<file path="config.mk">
export PLATFORM = sky130hd
export DESIGN_NAME = mult4_share_arbiter
export DESIGN_NICKNAME = d
export VERILOG_FILES = /design/src/rtl/mult4_share_arbiter.sv
export SDC_FILE = /design/constraint.sdc
export NUM_CORES = 1
export LEC_CHECK = 0
export ABC_CLOCK_PERIOD_IN_PS = 2700
export BUFFER_PORTS_ARGS = -buffer_cell sky130_fd_sc_hd__buf_2
export CORE_MARGIN = 4
export CORE_UTILIZATION = 45
export DETAILED_ROUTE_END_ITERATION = 10
export MAX_ROUTING_LAYER = met4
export PLACE_DENSITY = 0.82
export SLEW_MARGIN = 20
export SYNTH_ARGS = -nofsm -noshare
export SYNTH_HDL_FRONTEND = slang
export SYNTH_SLANG_ARGS = --single-unit
</file>
<file path="constraint.sdc">
create_clock -name clk -period 2.7 [get_ports clk]
set_clock_uncertainty 0.15 [all_clocks]
set_input_delay 0.135 -clock clk [delete_from_list [all_inputs] [get_ports clk]]
set_output_delay 0.135 -clock clk [all_outputs]
set_load 0.02 [all_outputs]
</file>
<file path="src/rtl/mult4_share_arbiter.sv">
// One shared 4x4 Dadda multiplier behind a round-robin arbiter and a two-stage
// valid/ready pipeline, with responses tagged by requester id.

// Unit-weight 8-bit Kogge-Stone adder for the final two-row sum.
module mult4_prefix_add8 (
  input  logic [7:0] a,
  input  logic [7:0] b,
  output logic [7:0] sum
);
  logic [7:0] g0, p0, g1, p1, g2, p2, g3;

  // Shifted-in g=0 / p=1 makes the low positions a plain copy at each level.
  assign g0  = a & b;
  assign p0  = a ^ b;
  assign g1  = g0 | (p0 & {g0[6:0], 1'b0});
  assign p1  = p0 & {p0[6:0], 1'b1};
  assign g2  = g1 | (p1 & {g1[5:0], 2'b00});
  assign p2  = p1 & {p1[5:0], 2'b11};
  assign g3  = g2 | (p2 & {g2[3:0], 4'b0000});
  assign sum = p0 ^ {g3[6:0], 1'b0};
endmodule

// Combinational 4x4 unsigned multiplier: Dadda reduction to two rows, then prefix add.
module mult4_dadda (
  input  logic [3:0] a,
  input  logic [3:0] b,
  output logic [7:0] p
);
  logic [3:0][3:0] pp;
  logic s1_3, c1_4, s1_4, c1_5;
  logic s2_2, c2_3, s2_3, c2_4, s2_4, c2_5, s2_5, c2_6;
  logic [7:0] row_a, row_b;

  // pp[i][j] carries weight 2**(i+j)
  always_comb begin
    for (int i = 0; i < 4; i++)
      for (int j = 0; j < 4; j++)
        pp[i][j] = a[i] & b[j];
  end

  // Reduce max column height 4 -> 3
  assign s1_3 = pp[3][0] ^ pp[2][1];
  assign c1_4 = pp[3][0] & pp[2][1];
  assign s1_4 = pp[3][1] ^ pp[2][2];
  assign c1_5 = pp[3][1] & pp[2][2];

  // Reduce 3 -> 2
  assign s2_2 = pp[2][0] ^ pp[1][1];
  assign c2_3 = pp[2][0] & pp[1][1];
  assign s2_3 = s1_3 ^ pp[1][2] ^ pp[0][3];
  assign c2_4 = (s1_3 & pp[1][2]) | (pp[0][3] & (s1_3 ^ pp[1][2]));
  assign s2_4 = s1_4 ^ pp[1][3] ^ c1_4;
  assign c2_5 = (s1_4 & pp[1][3]) | (c1_4 & (s1_4 ^ pp[1][3]));
  assign s2_5 = pp[3][2] ^ pp[2][3] ^ c1_5;
  assign c2_6 = (pp[3][2] & pp[2][3]) | (c1_5 & (pp[3][2] ^ pp[2][3]));

  assign row_a = {1'b0, pp[3][3], s2_5, s2_4, s2_3, s2_2, pp[1][0], pp[0][0]};
  assign row_b = {1'b0, c2_6, c2_5, c2_4, c2_3, pp[0][2], pp[0][1], 1'b0};

  mult4_prefix_add8 u_add (.a(row_a), .b(row_b), .sum(p));
endmodule

// Per-requester operand gate; only the granted lane contributes to the AND-OR mux.
module mult4_share_lane (
  input  logic       grant,
  input  logic [3:0] x,
  input  logic [3:0] y,
  output logic [3:0] gx,
  output logic [3:0] gy
);
  assign gx = grant ? x : 4'd0;
  assign gy = grant ? y : 4'd0;
endmodule

module mult4_share_arbiter #(
  parameter int NREQ = 4,
  parameter int IDW  = 2,
  parameter int CNTW = 16
) (
  input  logic                 clk,
  input  logic                 rst_n,
  input  logic [NREQ-1:0]      req_valid,
  output logic [NREQ-1:0]      req_ready,
  input  logic [4*NREQ-1:0]    req_x,
  input  logic [4*NREQ-1:0]    req_y,
  output logic                 resp_valid,
  input  logic                 resp_ready,
  output logic [IDW-1:0]       resp_id,
  output logic [7:0]           resp_prod,
  output logic                 busy,
  output logic [CNTW-1:0]      done_cnt
);
  logic [NREQ-1:0][3:0] lane_x, lane_y, lane_gx, lane_gy;
  logic [IDW-1:0]       rr_ptr, grant_idx, next_ptr;
  logic                 grant_found, accept;
  logic                 s1_v, s2_v, s1_adv, s2_load;
  logic [3:0]           s1_x, s1_y, sel_x, sel_y;
  logic [IDW-1:0]       s1_id;
  logic [7:0]           mult_p;
  int                   t;

  assign lane_x = req_x;
  assign lane_y = req_y;

  assign s2_load = !s2_v || resp_ready;
  assign s1_adv  = !s1_v || s2_load;

  // Round-robin search from rr_ptr upward with wrap-around.
  always_comb begin
    grant_found = 1'b0;
    grant_idx   = '0;
    t           = 0;
    for (int off = 0; off < NREQ; off++) begin
      t = int'(rr_ptr) + off;
      if (t >= NREQ) t = t - NREQ;
      if (!grant_found && req_valid[t]) begin
        grant_found = 1'b1;
        grant_idx   = IDW'(t);
      end
    end
  end

  // Reset also gates the grant so req_ready reads zero while rst_n is low.
  assign accept    = grant_found && s1_adv && rst_n;
  assign req_ready = accept ? (NREQ'(1) << grant_idx) : '0;
  assign next_ptr  = (grant_idx == IDW'(NREQ - 1)) ? '0 : grant_idx + IDW'(1);

  genvar gi;
  generate
    for (gi = 0; gi < NREQ; gi++) begin : g_lane
      mult4_share_lane u_lane (
        .grant (req_ready[gi]),
        .x     (lane_x[gi]),
        .y     (lane_y[gi]),
        .gx    (lane_gx[gi]),
        .gy    (lane_gy[gi])
      );
    end
  endgenerate

  always_comb begin
    sel_x = 4'd0;
    sel_y = 4'd0;
    for (int i = 0; i < NREQ; i++) begin
      sel_x = sel_x | lane_gx[i];
      sel_y = sel_y | lane_gy[i];
    end
  end

  mult4_dadda u_mult (.a(s1_x), .b(s1_y), .p(mult_p));

  always_ff @(posedge clk or negedge rst_n) begin
    if (!rst_n) begin
      s1_v   <= 1'b0;
      s1_x   <= '0;
      s1_y   <= '0;
      s1_id  <= '0;
      rr_ptr <= '0;
    end else if (s1_adv) begin
      s1_v <= accept;
      if (accept) begin
        s1_x   <= sel_x;
        s1_y   <= sel_y;
        s1_id  <= grant_idx;
        rr_ptr <= next_ptr;
      end
    end
  end

  always_ff @(posedge clk or negedge rst_n) begin
    if (!rst_n) begin
      s2_v      <= 1'b0;
      resp_id   <= '0;
      resp_prod <= '0;
    end else if (s2_load) begin
      s2_v <= s1_v;
      if (s1_v) begin
        resp_id   <= s1_id;
        resp_prod <= mult_p;
      end
    end
  end

  always_ff @(posedge clk or negedge rst_n) begin
    if (!rst_n)                 done_cnt <= '0;
    else if (s2_v && resp_ready) done_cnt <= done_cnt + CNTW'(1);
  end

  assign resp_valid = s2_v;
  assign busy       = s1_v | s2_v;
endmodule

</file>
[Word-level counts from Yosys, hierarchy flattened]
Index checks and enable logic that the tools add are counted.
Operators by class
  add/subtract/negate cells: 9
  multiply operators: 0
  div/mod/pow operators: 0
  $lt $le $gt $ge: 8
  equality and inequality tests: 1
  shift operators: 1
  mux-type cells: 34
  bitwise logic cells: 55
  reduce and logical (&&, ||, !) cells: 15
Operators by type and width (number)
  $lt A32 B4 Y1 const B: 4
  $mux W32: 4
  $and A7 B7 Y7: 6
  $mux W4: 9
  $and A1 B1 Y1: 25
  $or A4 B4 Y4: 6
  $or A7 B7 Y7: 3
  $add A16 B1 Y16 const B: 1
  $mux W1: 12
  $sub A3 B3 Y4 const B: 3
  $mux W2: 5
  $ge A3 B3 Y1 const B: 3
  $xor A1 B1 Y1: 9
  $bmux W1 S2: 4
  $xor A7 B8 Y8: 1
  $xor A7 B7 Y7: 1
  $add A2 B2 Y3 const B: 2
  $logic_and A1 B1 Y1: 6
  $logic_not A1 Y1: 5
  $or A1 B1 Y1: 4
  $reduce_and A2 Y1: 2
  $shl A1 B2 Y4 const A: 1
  $sub A2 B3 Y4 const B: 1
  $add A2 B1 Y3 const B: 1
  4 further kinds: 5
Word-level totals
  flip-flop bits (word level): 40
  latch bits: 0
  memory bits (writable): 0
  bits in read-only memories: 0
  input bits: 39
  output and inout bits: 32
  logic and storage cells: 132
  memories kept: 0

[Logic depth before layout (Yosys ltp)]
Gate-level depths: netlist of the first run.
  depth in word-level cells: 22
  mapped depth: 10
  depth with buffers taken out: 10

[Cells and area by module]
A second synthesis of the first run with hierarchy kept.
Second synthesis, totals
  cells, all modules: 258
  area, all modules: 2517.4 um^2
By module, submodules not included
  mult4_share_arbiter: times used 1, cells each 162, area an instance 1805.5 um^2, sequential area each 1001.0 um^2
  mult4_prefix_add8: times used 1, cells each 41, area an instance 310.3 um^2, sequential area each 0.0 um^2
  mult4_dadda: times used 1, cells each 23, area an instance 201.4 um^2, sequential area each 0.0 um^2
  mult4_share_lane: times used 4, cells each 8, area an instance 50.0 um^2, sequential area each 0.0 um^2

[Worst setup path before layout of the first run]
No wires, ideal clock.
  path kind: register to register
  start point: register s1_x[3]
  end point: register resp_prod[7]
  library setup time: 136 ps
  arrival: 2544 ps
  required time: 2414 ps
  path slack: -130 ps
  cell stages (with the launch flop): 11
  path buffers: 0
  period minus slack after synthesis: 2830 ps
  cell sequence: dfrtp_1 and2_1 ha_1 inv_1 fa_1 inv_1 ha_1 a21o_1 a21o_1 a2111oi_0 nor3_1
On the way
  longest elaborated chain between the ends: 12
  elaborated cells between the ends (all ways): 34
  those cells by class: 34 x bitwise
Ends and longest elaborated chain
  start, declared: RTL line 97  | logic [3:0] s1_x, s1_y, sel_x, sel_y;
  start signal, assigned: RTL line 162  | s1_x <= sel_x;
  $and A1 B1 Y1: RTL line 38  | pp[i][j] = a[i] & b[j];
  $xor A1 B1 Y1: RTL line 42  | assign s1_3 = pp[3][0] ^ pp[2][1];
  $xor A1 B1 Y1: RTL line 50, 51
  $and A1 B1 Y1: RTL line 51  | assign c2_4 = (s1_3 & pp[1][2]) | (pp[0][3] & (s1_3 ^ pp[1][2]));
  $or A1 B1 Y1: RTL line 51
  $xor A7 B7 Y7: RTL line 14  | assign p0 = a ^ b;
  $and A7 B7 Y7: RTL line 15  | assign g1 = g0 | (p0 & {g0[6:0], 1'b0});
  $or A7 B7 Y7: RTL line 15
  $and A7 B7 Y7: RTL line 17  | assign g2 = g1 | (p1 & {g1[5:0], 2'b00});
  $or A7 B7 Y7: RTL line 17
  $or A7 B7 Y7 (*): RTL line 19  | assign g3 = g2 | (p2 & {g2[3:0], 4'b0000});
  $xor A7 B8 Y8 (*): RTL line 20  | assign sum = p0 ^ {g3[6:0], 1'b0};
  end signal, assigned: RTL line 179  | resp_prod <= mult_p;
  end, declared: RTL line 89  | output logic [7:0] resp_prod,
Every way passes the cells marked *; elsewhere a longest branch is shown, timed or not.
A chain may end at the register's enable or synchronous reset.

[Final worst setup path of the first run]
  start point: register s1_y[1]
  end point: register resp_prod[7]
On the way
  longest elaborated chain between the ends: 12
  elaborated cells between the ends (all ways): 34
  those cells by class: 34 x bitwise
Ends and longest elaborated chain
  start, declared: RTL line 97
  start signal, assigned: RTL line 163  | s1_y <= sel_y;
  $and A1 B1 Y1: RTL line 38
  $xor A1 B1 Y1: RTL line 42
  $xor A1 B1 Y1: RTL line 50, 51
  $and A1 B1 Y1: RTL line 51
  $or A1 B1 Y1: RTL line 51
  $xor A7 B7 Y7: RTL line 14
  $and A7 B7 Y7: RTL line 15
  $or A7 B7 Y7: RTL line 15
  $and A7 B7 Y7: RTL line 17
  $or A7 B7 Y7: RTL line 17
  $or A7 B7 Y7 (*): RTL line 19
  $xor A7 B8 Y8 (*): RTL line 20
Marked as above.

==> metrics.cfg, run 1 <==
[worst_setup_path]
crit_fanout = 4
r2r_end = resp_prod[7]$_DFFE_PN0P_
cp_top_family = adder cells
worstSetupStartpointType = flop
crit_type = reg -> reg
worst-path-buf-inv = 2
cp.depth = 10
cp_slowest_cell = fa_1
cp.arrival_ns = 2.71
cp_data_required_time_ns = 2.72
r2r-start = s1_y[1]$_DFFE_PN0P_
rrSetupSlack_ns = 0.01
max_stage_delay_ns = 0.52
worstSetupEndpointType = flop
rr_worst_depth = 10
cp_cell_sequence = and2_4, ha_4, inv_2, fa_1, inv_2, ha_4, a21o_1, a21o_1, a2111oi_4, nor3_1
crit_start = s1_y[1]$_DFFE_PN0P_
crit_end = resp_prod[7]$_DFFE_PN0P_

[synthesis]
synth_common_cells = dfrtp_1 (40), nand2_1 (29), inv_1 (18)
yosysTopAreaCell = dfrtp_1
postSynthCellCount = 239
netlist-cell-type-count = 45
synth_warnings = 0
synth_edf_count = 0
yosys.area.top_type_share_pct = 41.3
synthesis.nets = 296
synthTopCellsByArea = dfrtp_1 (41%), ha_1 (7.2%), nand2_1 (4.5%), xnor2_1 (4.0%), fa_1 (3.3%)
async_flop_share_pct = 100
yosys.cell_count.top_type = dfrtp_1
synth_area_um2 = 2420
synth_ff_type = dfrtp_1
ys_seq_area_share_pct = 41.3
synth-seq-cells = 40
synth.avg_cell_area_um2 = 10.1

[clocking]
clk_latency_ns = 0.29
clk_pin_slew_ns = 0.07
clockBufferDepth = 2
clockRootBuffer = clkbuf_8
h-tree-depth = 2
clkSinkCount = 40
cts_buffers = 5
cts_tree = yes

[pwr]
swShare_pct = 40.2
p_int_mw = 1.64
peakVddDrop_uv = 427
pwr-share-seq_pct = 34.5
p_comb_share_pct = 52.2
p_clk_share_pct = 13.4
p_switching_mw = 1.10
total_power_mw = 2.74
power_density_nw_per_um2 = 905
leakage_nw = 1.56

[floorplanning]
die_x_um = 81.4
die_area_um2 = 6630
start_util_pct = 46.9
fp.dieH_um = 81.4
core_area_um2 = 5170
ios = 71
rows = 26

[routing]
vias = 1956
first_pass_iters = 4
wl_per_cell_um = 13.0
vias_per_cell = 5.04
wl_mm = 5.06
drc_errors = 0
antenna_left = 0
drt_iter0_markers = 49

[cells_and_area]
drive_above_1_share_pct = 36.2
final_cell_count_no_fill = 388
num_antenna_cells = 0
syn2layout_area_growth_pct = 24.9
nNetsFinal = 375

[placement]
portBuffers = 70
gp_congestion = 0.811
dp_slack_ns = -0.0792
dp_hpwl_mm = 3.88
place_inst = 374

[run]
max-cap-violations = 0

[hold_path]
hp-class = in -> reg

[timing]
finalHoldViolCount = 0
drv_slew = 0
fin_crit_sh_pct = 99.5
tightest_slew_ns = 0.486
finalHoldWorstSlack_ns = 0.00383
maxSlewHeadroom_pct = 67.6
setup_viol = 0
max_clock_freq_mhz = 372
period_needed_ns = 2.69
setup_ws_ns = 0.0128
rsz0062_at_grt = yes

[run_status]
status = complete, no violations

[global_route]
grt_pass1_wl_mm = 8.68
grt_pass1_vias = 1944
overflow = 0
antenna_found_initial = 0
grtUsageTotal_pct = 17.2
grt_max_degree = 41

## worst min path at each step
stage | startpoint | endpoint | slack, ns | cells after the start
after floorplan | rst_n | done_cnt[0]$_DFFE_PN0P_ | -0.31 | 0
after CTS | req_y[8] | s1_y[0]$_DFFE_PN0P_ | 0.003 | 3
after global routing | req_y[15] | s1_y[3]$_DFFE_PN0P_ | 0.008 | 3
final | req_y[8] | s1_y[0]$_DFFE_PN0P_ | 0.004 | 3
after detailed placement | rst_n | done_cnt[10]$_DFFE_PN0P_ | 0.14 | 2
after global placement | rst_n | done_cnt[15]$_DFFE_PN0P_ | 0.14 | 2
## sequential cells by signal (all words and copies together), names as in the netlist
register	count
s1_x	4
s1_y	4
resp_id	2
rr_ptr	2
resp_valid	1
s1_id	2
done_cnt	16
resp_prod	8
s1_v	1
## per-stage QoR
step / utilization, % / TNS (ns) / cell area [µm²]
global route: 58.5 / -0.101 / 3030
global placement: 54.8 / 0 / 2830
detailed placement: 54.8 / -0.0812 / 2830
floorplan: - / 0 / 2440
CTS: 57.3 / -0.0275 / 2970
finish: 58.5 / 0 / 3030
## cells by family (layout without fill, tap and decap cells)
family	Yosys count	after routing	share of synthesized area [%]
AND/OR/NAND/NOR	80	80	18.3
AO/OA/AOI/OAI	45	45	12.8
flip-flops	40	40	41.3
buffers and inverters	30	109	6.97
adder cells (fa/ha/maj)	18	18	10.5
XOR/XNOR	18	18	6.50
multiplexers	8	8	3.66
## metal layers
layer / global-route usage (%) / share of wire (%) / wire length, µm / vias to the layer above
li1: - / - / - / 983
met1: 22.1 / 46 / 2310 / 893
met2: 27.3 / 46 / 2320 / 75
met3: 2.88 / 6.9 / 350 / 5
met4: 5.91 / 1.4 / 70 / 0
met5: - / 0 / 0 / -
## power groups by stage
stage	Clock [mW]	Sequential (mW)	Combinational (mW)
3_5_place_dp	0	0.956	1.27
6_report	0.366	0.944	1.43
4_1_cts	0.381	0.940	1.35
3_3_place_gp	0	0.944	1.23
5_1_grt	0.407	0.972	1.61
2_1_floorplan	0	1.05	0.802
## worst register-to-register path: cells and delay by family (launching register included)
kind                       cells  cell delay (ns)
adders and majority gates      3             1.02
AOI/OAI and AO/OA              3             0.68
DFF                            1             0.41
and+or+nand+nor                2             0.24
buffers and inverters          2             0.08
## area by class of cell
cell class	count	area, µm²
repair buffers	84	464
inverters	18	67.6
well taps	70	87.6
clock inverters	1	5.00
clock buffers	6	72.6
fillers	437	2140
multi-input cells	169	1330
flip-flops and latches	40	1000
## cells in the final DEF (no fill, tap or decap), drive strengths merged, types with 2 or more instances in the layout
cell type,netlist,layout
o21ai,14,14
dlygate4sd3,0,2
xor2,7,7
dfrtp,40,40
a21oi,6,6
nand2,30,30
ha,14,14
nand2b,4,4
and4,2,2
nor2,9,9
buf,9,82
a22o,8,8
fa,4,4
nand3,5,5
xnor2,11,11
a221oi,8,8
nor4,3,3
and2,11,11
clkbuf,3,6
nor3,4,4
inv,18,18
nand4,4,4
nand4b,3,3
mux2,7,7
a21o,4,4
## what timing repair did
action | 4_1_cts | 5_1_grt
buffers inserted | 3 | 3
hold buffers | 2 | 0
setup endpoints to repair | 2 | 3
resized for setup | 3 | 11
pin swaps | 9 | 14
hold endpoints to repair | 41 | 0
No activity file was read; power rests on OpenSTA's default activity.
==> inputs of run 2 (changes only) <==
Settings changed: ABC_CLOCK_PERIOD_IN_PS 2700 to 3240, PLACE_DENSITY 0.82 to 0.79.
Clock period 2.7 ns to 3.24 ns, I/O delays scaled along.
==> run 2 against run 1 <==
  * Sequential cell count did not move
  * Setup slack improved by 0.25 ns
  * Worst hold slack better by 0.018 ns
  * Critical path depth did not move
  * Critical path type unchanged
  * Critical endpoint unchanged
==> metrics.cfg, run 2 (same netlist as run 1, synthesis figures left out) <==
[run_status]
status = complete, no violations

[routing]
antenna_left = 0  ; unchanged
vias = 1939  ; -0.87%
wl_per_cell_um = 13.4  ; +2.7%
drt_iter0_markers = 56  ; +14%
wl_mm = 5.03  ; -0.51%
vias_per_cell = 5.16  ; +2.3%
drc_errors = 0  ; unchanged
first_pass_iters = 4  ; unchanged

[run]
max-cap-violations = 0  ; unchanged

[global_route]
grt_pass1_wl_mm = 8.05  ; -7.2%
grt_max_degree = 41  ; unchanged
antenna_found_initial = 0  ; unchanged
grtUsageTotal_pct = 16.3  ; -0.91 points
grt_pass1_vias = 1822  ; -6.3%
overflow = 0  ; unchanged

[floorplanning]
ios = 71  ; unchanged
core_area_um2 = 5170  ; unchanged
start_util_pct = 46.9  ; unchanged
die_x_um = 81.4  ; unchanged
fp.dieH_um = 81.4  ; unchanged
die_area_um2 = 6630  ; unchanged
rows = 26  ; unchanged

[cells_and_area]
largest_reg_flops = 16  ; unchanged
drive_above_1_share_pct = 30.4  ; -5.8 points
num_antenna_cells = 0  ; unchanged
final_common_cell = buf_2
nNetsFinal = 363  ; -3.2%
final_core_util_pct = 55.2  ; -3.3 points
syn2layout_area_growth_pct = 17.8
reg.largest.list = done_cnt x16, resp_prod x8
layout_common_cells = buf_2 (70), dfrtp_1 (40), nand2_1 (29), inv_1 (18)
largest-register = done_cnt

[clocking]
clkSinkCount = 40  ; unchanged
clockBufferDepth = 2  ; unchanged
clockRootBuffer = clkbuf_8
clk_pin_slew_ns = 0.07  ; about the same
cts_resized = 0  ; -3
h-tree-depth = 2  ; unchanged
clk_latency_ns = 0.29  ; about the same
cts_tree = yes
cts_buffers = 5  ; unchanged

[worst_setup_path]
rrSetupSlack_ns = 0.26  ; +0.25 ns
cp.arrival_ns = 2.99  ; +0.28 ns
crit_type = reg -> reg
r2r-start = s1_x[3]$_DFFE_PN0P_
cp_data_required_time_ns = 3.25  ; +0.53 ns
r2r_end = resp_prod[7]$_DFFE_PN0P_
worstSetupStartpointType = flop
crit_fanout = 5  ; +1
rr_worst_depth = 10  ; unchanged
worstSetupEndpointType = flop

[timing]
max_clock_freq_mhz = 335  ; -9.9%
finalHoldViolCount = 0  ; unchanged
drv_slew = 0  ; unchanged
maxSlewHeadroom_pct = 67.2  ; -0.37 points
setup_viol = 0  ; unchanged
rsz0062_at_grt = no
fin_setup_tns_ns = 0  ; unchanged
period_needed_ns = 2.98  ; +0.295 ns
tightest_slew_ns = 0.492  ; +0.00553 ns
fin_crit_sh_pct = 92.0  ; -7.5 points

[pwr]
peakVddDrop_uv = 289  ; -32%
leakage_nw = 1.50  ; -4.1%
power_density_nw_per_um2 = 723  ; -20%

[hold_path]
hp-class = in -> reg
worstHoldStart = req_y[10]
whs_path_depth = 3  ; unchanged
hold_end = s1_y[2]$_DFFE_PN0P_

[placement]
dp_hpwl_mm = 3.92  ; +0.94%
portBuffers = 70  ; unchanged
gp_congestion = 0.852  ; +5.1%

-- run 2: power by group --
group | internal, mW | switching, mW | total, mW
clock network | 0.146 | 0.159 | 0.305
registers | 0.653 | 0.143 | 0.795
logic | 0.417 | 0.548 | 0.965
-- run 2: final cells by class --
type / count / area (µm²)
Clock inverter: 1 / 5.00
Inverter: 18 / 67.6
Multi-Input combinational cell: 169 / 1250
Fill cell: 451 / 2320
Clock buffer: 6 / 72.6
Timing Repair Buffer: 72 / 368
Tap cell: 70 / 87.6
Sequential cell: 40 / 1000
-- run 2: how the worst max path moves through the flow --
| stage | to | slack [ns] | from |
|---|---|---|---|
| final | resp_prod[7]$_DFFE_PN0P_ | 0.26 | s1_x[3]$_DFFE_PN0P_ |
| after global routing | resp_prod[7]$_DFFE_PN0P_ | 0.14 | s1_x[3]$_DFFE_PN0P_ |
| after CTS | resp_prod[7]$_DFFE_PN0P_ | 0.26 | s1_x[3]$_DFFE_PN0P_ |
| after detailed placement | resp_prod[7]$_DFFE_PN0P_ | 0.28 | s1_x[3]$_DFFE_PN0P_ |
| after global placement | resp_prod[7]$_DFFE_PN0P_ | 0.35 | s1_x[3]$_DFFE_PN0P_ |
| after floorplan | resp_prod[7]$_DFFE_PN0P_ | 0.41 | s1_x[3]$_DFFE_PN0P_ |
-- run 2: per-stage QoR --
step           hold slack (ns)  instances  power [mW]  area [µm²]  setup WS [ns]
2_1_floorplan           -0.284        239        1.52        2420          0.410
6_report                0.0217        376        2.07        2860          0.258
3_5_place_dp             0.169        368        1.78        2770          0.276
3_3_place_gp             0.164        368        1.73        2770          0.352
4_1_cts                 0.0192        376        2.09        2860          0.259
5_1_grt                 0.0402        376        2.24        2860          0.140
-- run 2: repair_timing --
| item | CTS | global route |
|---|---|---|
| hold endpoints to repair | 40 | 0 |
| hold buffers | 1 | 0 |
| setup buffers | 0 | 0 |
-- run 2: critical path, stage by stage (launching register included) --
cell and delay (ns):
dfrtp_1 0.41, and2_1 0.17, ha_1 0.27, inv_1 0.05, fa_1 0.53, inv_1 0.05, ha_1 0.35, a21o_1 0.20
a21o_1 0.19, a2111oi_0 0.40, nor3_1 0.09
-- run 2: metal layers --
metal	up-vias	share of wire, %	track usage [%]
met5	-	0	-
met4	0	1.7	7.26
met3	8	3.5	2.77
met2	30	52	27.0
met1	939	43	19.3
li1	962	-	-
